$ cat config.mk
export PLATFORM = sky130hd
export DESIGN_NAME = merge_2_1_rr
export DESIGN_NICKNAME = d
export VERILOG_FILES = /design/src/rtl/merge_2_1_rr.sv
export SDC_FILE = /design/constraint.sdc
export NUM_CORES = 1
export LEC_CHECK = 0
export CORE_MARGIN = 2
export CORE_UTILIZATION = 41
export CTS_CLUSTER_DIAMETER = 120
export DETAILED_ROUTE_END_ITERATION = 7
export GPL_ROUTABILITY_DRIVEN = 0
export PLACE_DENSITY = 0.8
export SYNTH_ARGS = -nofsm -noshare
export SYNTH_HDL_FRONTEND = slang
export SYNTH_SLANG_ARGS = --single-unit
$ cat constraint.sdc
create_clock -name clk -period 2 [get_ports clk]
set_input_delay 0.4 -clock clk [delete_from_list [all_inputs] [get_ports clk]]
set_output_delay 0.4 -clock clk [all_outputs]
set_load 0.1 [all_outputs]
$ cat src/rtl/merge_2_1_rr.sv
// merge_2_1_rr: two-channel valid/ready merge with round-robin arbitration.
// Accepted beats go into one output register that carries the source channel.
// Each input channel has a wrapping 8-bit counter of beats accepted from it.
module merge_2_1_rr #(
    parameter int WIDTH = 8
) (
    input  logic             clk,
    input  logic             rst,
    input  logic [WIDTH-1:0] a0,
    input  logic             v0,
    output logic             r0,
    input  logic [WIDTH-1:0] a1,
    input  logic             v1,
    output logic             r1,
    output logic [WIDTH-1:0] y,
    output logic             y_valid,
    input  logic             y_ready,
    output logic             y_src,
    output logic [7:0]       cnt0,
    output logic [7:0]       cnt1
);

    logic ld;       // output register can take a new beat this cycle
    logic last;     // channel granted most recently
    logic gnt_any;  // some channel is requesting
    logic gnt_ch;   // granted channel, meaningful only when gnt_any is high
    logic xfer;     // a beat moves into the output register at this edge

    // Round-robin grant: a single requester always wins; on a tie the
    // channel that did not win last time is chosen.
    always_comb begin
        // NOTE: every output of this block gets a default first, so no path
        // leaves it unassigned and no latch is inferred.
        gnt_any = v0 | v1;
        gnt_ch  = 1'b0;
        if (v0 && v1) begin
            gnt_ch = ~last;
        end else if (v1) begin
            gnt_ch = 1'b1;
        end
    end

    assign ld   = !y_valid || y_ready;
    assign xfer = ld && !rst && gnt_any;
    assign r0   = xfer && !gnt_ch;
    assign r1   = xfer && gnt_ch;

    // Output register, arbitration history and per-channel beat counters.
    always_ff @(posedge clk) begin
        // NOTE: sequential state uses non-blocking assignments only, so every
        // register samples values from before this edge.
        if (rst) begin
            y       <= '0;
            y_valid <= 1'b0;
            y_src   <= 1'b0;
            last    <= 1'b1;  // channel 0 wins the first tie
            cnt0    <= 8'd0;
            cnt1    <= 8'd0;
        end else if (ld) begin
            if (xfer) begin
                y       <= gnt_ch ? a1 : a0;
                y_src   <= gnt_ch;
                y_valid <= 1'b1;
                last    <= gnt_ch;
                if (gnt_ch) begin
                    cnt1 <= cnt1 + 8'd1;
                end else begin
                    cnt0 <= cnt0 + 8'd1;
                end
            end else begin
                // Draining with nothing to load: y and y_src keep the old beat.
                y_valid <= 1'b0;
            end
        end
    end

endmodule

==> results by group <==
Run status
  • Status: completed

Floorplanning
  • Starting Density: roughly 42%
  • # IOs: slightly below 50
  • Core Rows: 19
  • Die H: around 57 um
  • DIE WIDTH: between 50 and 60 um
  • Die area: between 3000 and 4000 um^2
  • Core footprint: roughly 2700 um^2

Synthesis
  • Area contributors post-synth: dfxtp_1 (47%), a222oi_1 (6.0%), or3_1 (4.8%)
  • Yosys warns: 0
  • Area leader, netlist: dfxtp_1
  • Mapped Avg Cell Area: a little under 9 um^2
  • Register bit total from synthesis: 27
  • Yosys top cell area share: a little under half
  • Mapped Area: 1161 um^2
  • Gate Count Post-Synth: 130
  • Post-synth net total: ~150
  • Sequential share of the synthesized area: a little under half
  • Synth unique cells: 28

Global routing
  • First-pass GRT wire length: 4.623 mm
  • Vias in the first global route: about 1100
  • Largest net degree at the start of global routing: 16
  • GR Util All Layers: between 15 and 20%
  • Initial antenna violation count: 0
  • Grt total ovfl: 0

Timing
  • Slack of the critical path: 0.04921 ns
  • Worst slew pin tran: 0.3225 ns
  • Final min period: about 2 ns
  • Final hold slack: between 0.4 and 0.5 ns
  • Fin. Hold Viols: 0
  • Max Clk Rate: about 0.51 GHz
  • Relative slew slack: 78.50%
  • Final setup fails: 0
  • RSZ-0062 raised after global routing: false
  • Tcrit/Tclk final: ~100%
  • Final Max Tran Viols: 0
  • Layout Skew: ~0.012 ns

Critical path
  • CP required: 1.60 ns
  • Highest net fanout along the worst path: 4
  • Slowest CP cell: clkdlybuf4s50_1
  • Top delay family on crit path: buffers and inverters
  • Worst R2R Start: last
  • CP peak stage delay: between 0.4 and 0.5 ns
  • Startpoint Class: primary input
  • Crit end category: output pin
  • Critical path, cell by cell: clkdlybuf4s50_1 > or3_4 > inv_4 > buf_12
  • Path type of the worst setup path: in2out
  • Worst path bufs/invs: 3
  • CP startpoint: rst
  • WP data arrival: 1.55 ns

Layout
  • Syn-to-layout area delta: 48.49%
  • Design area: approximately 1700 um^2
  • Layout cells sized above 1: 27.42%
  • Non-Filler Instances: ~220
  • # diodes: 0
  • Final core utilization: between 60% and 70%
  • Total Nets Final: 210

CTS
  • Hold Buf Count CTS: 0
  • Clk pin slew, worst setup/hold paths: approximately 0.15 ns
  • Clock latency on the worst-skew pair: 0.33 ns
  • Clk buf depth: 2
  • H-tree levels: 1
  • Root Buffer: clkbuf_4
  • CTS tree: built
  • # clock sinks: 27
  • Num CTS Buffers: 3

Power and ir drop
  • Sequential power share: between 40 and 50%
  • P_sw: ~420 uW
  • Clock network fraction of total power: between 20% and 30%
  • Pwr dens: ~680 nW/um^2
  • P_int: around 750 uW
  • Leakage: between 0.7 and 0.8 nW
  • Sw frac: between 30% and 40%
  • Logic pwr share: roughly 30%
  • Maximum vdd drop: 0.5034 mV

Placement
  • Dpl ws: -0.2635 ns
  • Placed Instances: around 210
  • Post-DP HPWL: 2.182 mm
  • Post-Place Cell Area: ~1700 um^2
  • I/O Buffers: 48

Route
  • DRT Pass-1 Iters: 4
  • Post-DRT Antenna Nets: 0
  • Vias: 1148
  • Via/cell ratio: roughly 5.3
  • DRT Wirelength: 2.857 mm
  • Drt wl/cell: approximately 13 um
  • Starting DRT DRC Count: 44
  • Remaining DRCs: 0

Hold path
  • Worst Hold Class: reg2reg
  • Worst Hold Launch: y_src

Flow run
  • Max-Cap Viols: 0
final cells by class:
class	count	area, um^2
clock inverter	1	5.005
multi-input combinational	87	560.5
sequential	27	545.5
tap	31	38.79
inverter	9	36.28
timing repair buffer	59	515.5
fill	224	1010
clock buffer	3	22.52
tightest hold or removal path, stage by stage (launching register included):
cell and delay [ns]:
dfxtp_1 0.35, nand2_1 0.05, nand2_1 0.04
stage by stage:
step,setup TNS (ns),power (mW)
global route,0,1.210
CTS,0,1.176
floorplan,0,0.8242
global placement,-1.423,0.9337
detailed placement,-2.076,0.9401
finish,0,1.170
synthesized netlist by cell type, drive strengths merged:
master   n
clkbuf   6
a222oi   7
mux2i    3
a21bo    1
inv      9
or2      1
ha       2
nand3    4
and4     2
o21ai    9
nand4b   1
o21ba    1
or3      9
xnor2    4
nor4     2
a211oi   1
a31oi    1
a21oi   11
buf      1
and2     2
dfxtp   27
nor2     7
nand2   10
nand2b   4
nand4    3
or2b     1
nor2b    1
worst paths after layout:
kind,to,slack [ns],cells past startpoint
hold reg to reg,y_src,0.46,2
hold / removal,y_src,0.46,2
setup reg to reg,cnt1[5],0.30,5
setup / recovery,r1,0.05,4
cell families (layout without fill, tap and decap cells):
family	Yosys count	in the layout	synth area share (%)
AOI/OAI and AO/OA	31	31	18.10
xor gates and xnor gates	4	4	3.017
adders and majority gates	2	2	2.155
buffers and inverters	16	72	5.603
DFF	27	27	46.55
muxes	3	3	2.586
and+or+nand+nor	47	47	21.98
per-layer routing:
layer	global-route usage (%)	part of all wire (%)	up-vias
met1	21.54	41	529
met2	30.87	51	36
met4	6.977	1.5	0
li1	-	-	577
met5	0	0	-
met3	3.175	5.7	6
power by group through the flow:
stage	combinational, mW	sequential, mW	clock [mW]
global route	0.366	0.584	0.261
floorplan	0.0785	0.746	0
detailed placement	0.350	0.590	0
CTS	0.351	0.580	0.245
finish	0.351	0.580	0.239
global placement	0.344	0.590	0
what timing repair did:
action / 4_1_cts / 5_1_grt
endpoints found under the setup margin: 2 / 2
pin swaps: 0 / 1
buffers inserted: 0 / 1
gates resized for setup: 6 / 1
registers in the layout, indices dropped and copies added, names as in the netlist:
| register | count |
|---|---|
| cnt0 | 8 |
| cnt1 | 8 |
| y | 8 |
| last | 1 |
| y_src | 1 |
| y_valid | 1 |
cell usage in the layout, fill, tap and decap left out, types with 7 or more instances in the layout:
master | netlist | layout
or3_1 | 9 | 8
dfxtp_1 | 27 | 25
buf_4 | 1 | 37
nor2_1 | 7 | 7
inv_1 | 9 | 7
nand2_1 | 10 | 10
clkdlybuf4s50_1 | 0 | 18
a21oi_1 | 11 | 11
o21ai_0 | 9 | 9
a222oi_1 | 7 | 7
Note: power is estimated with default switching activity, not from simulation.
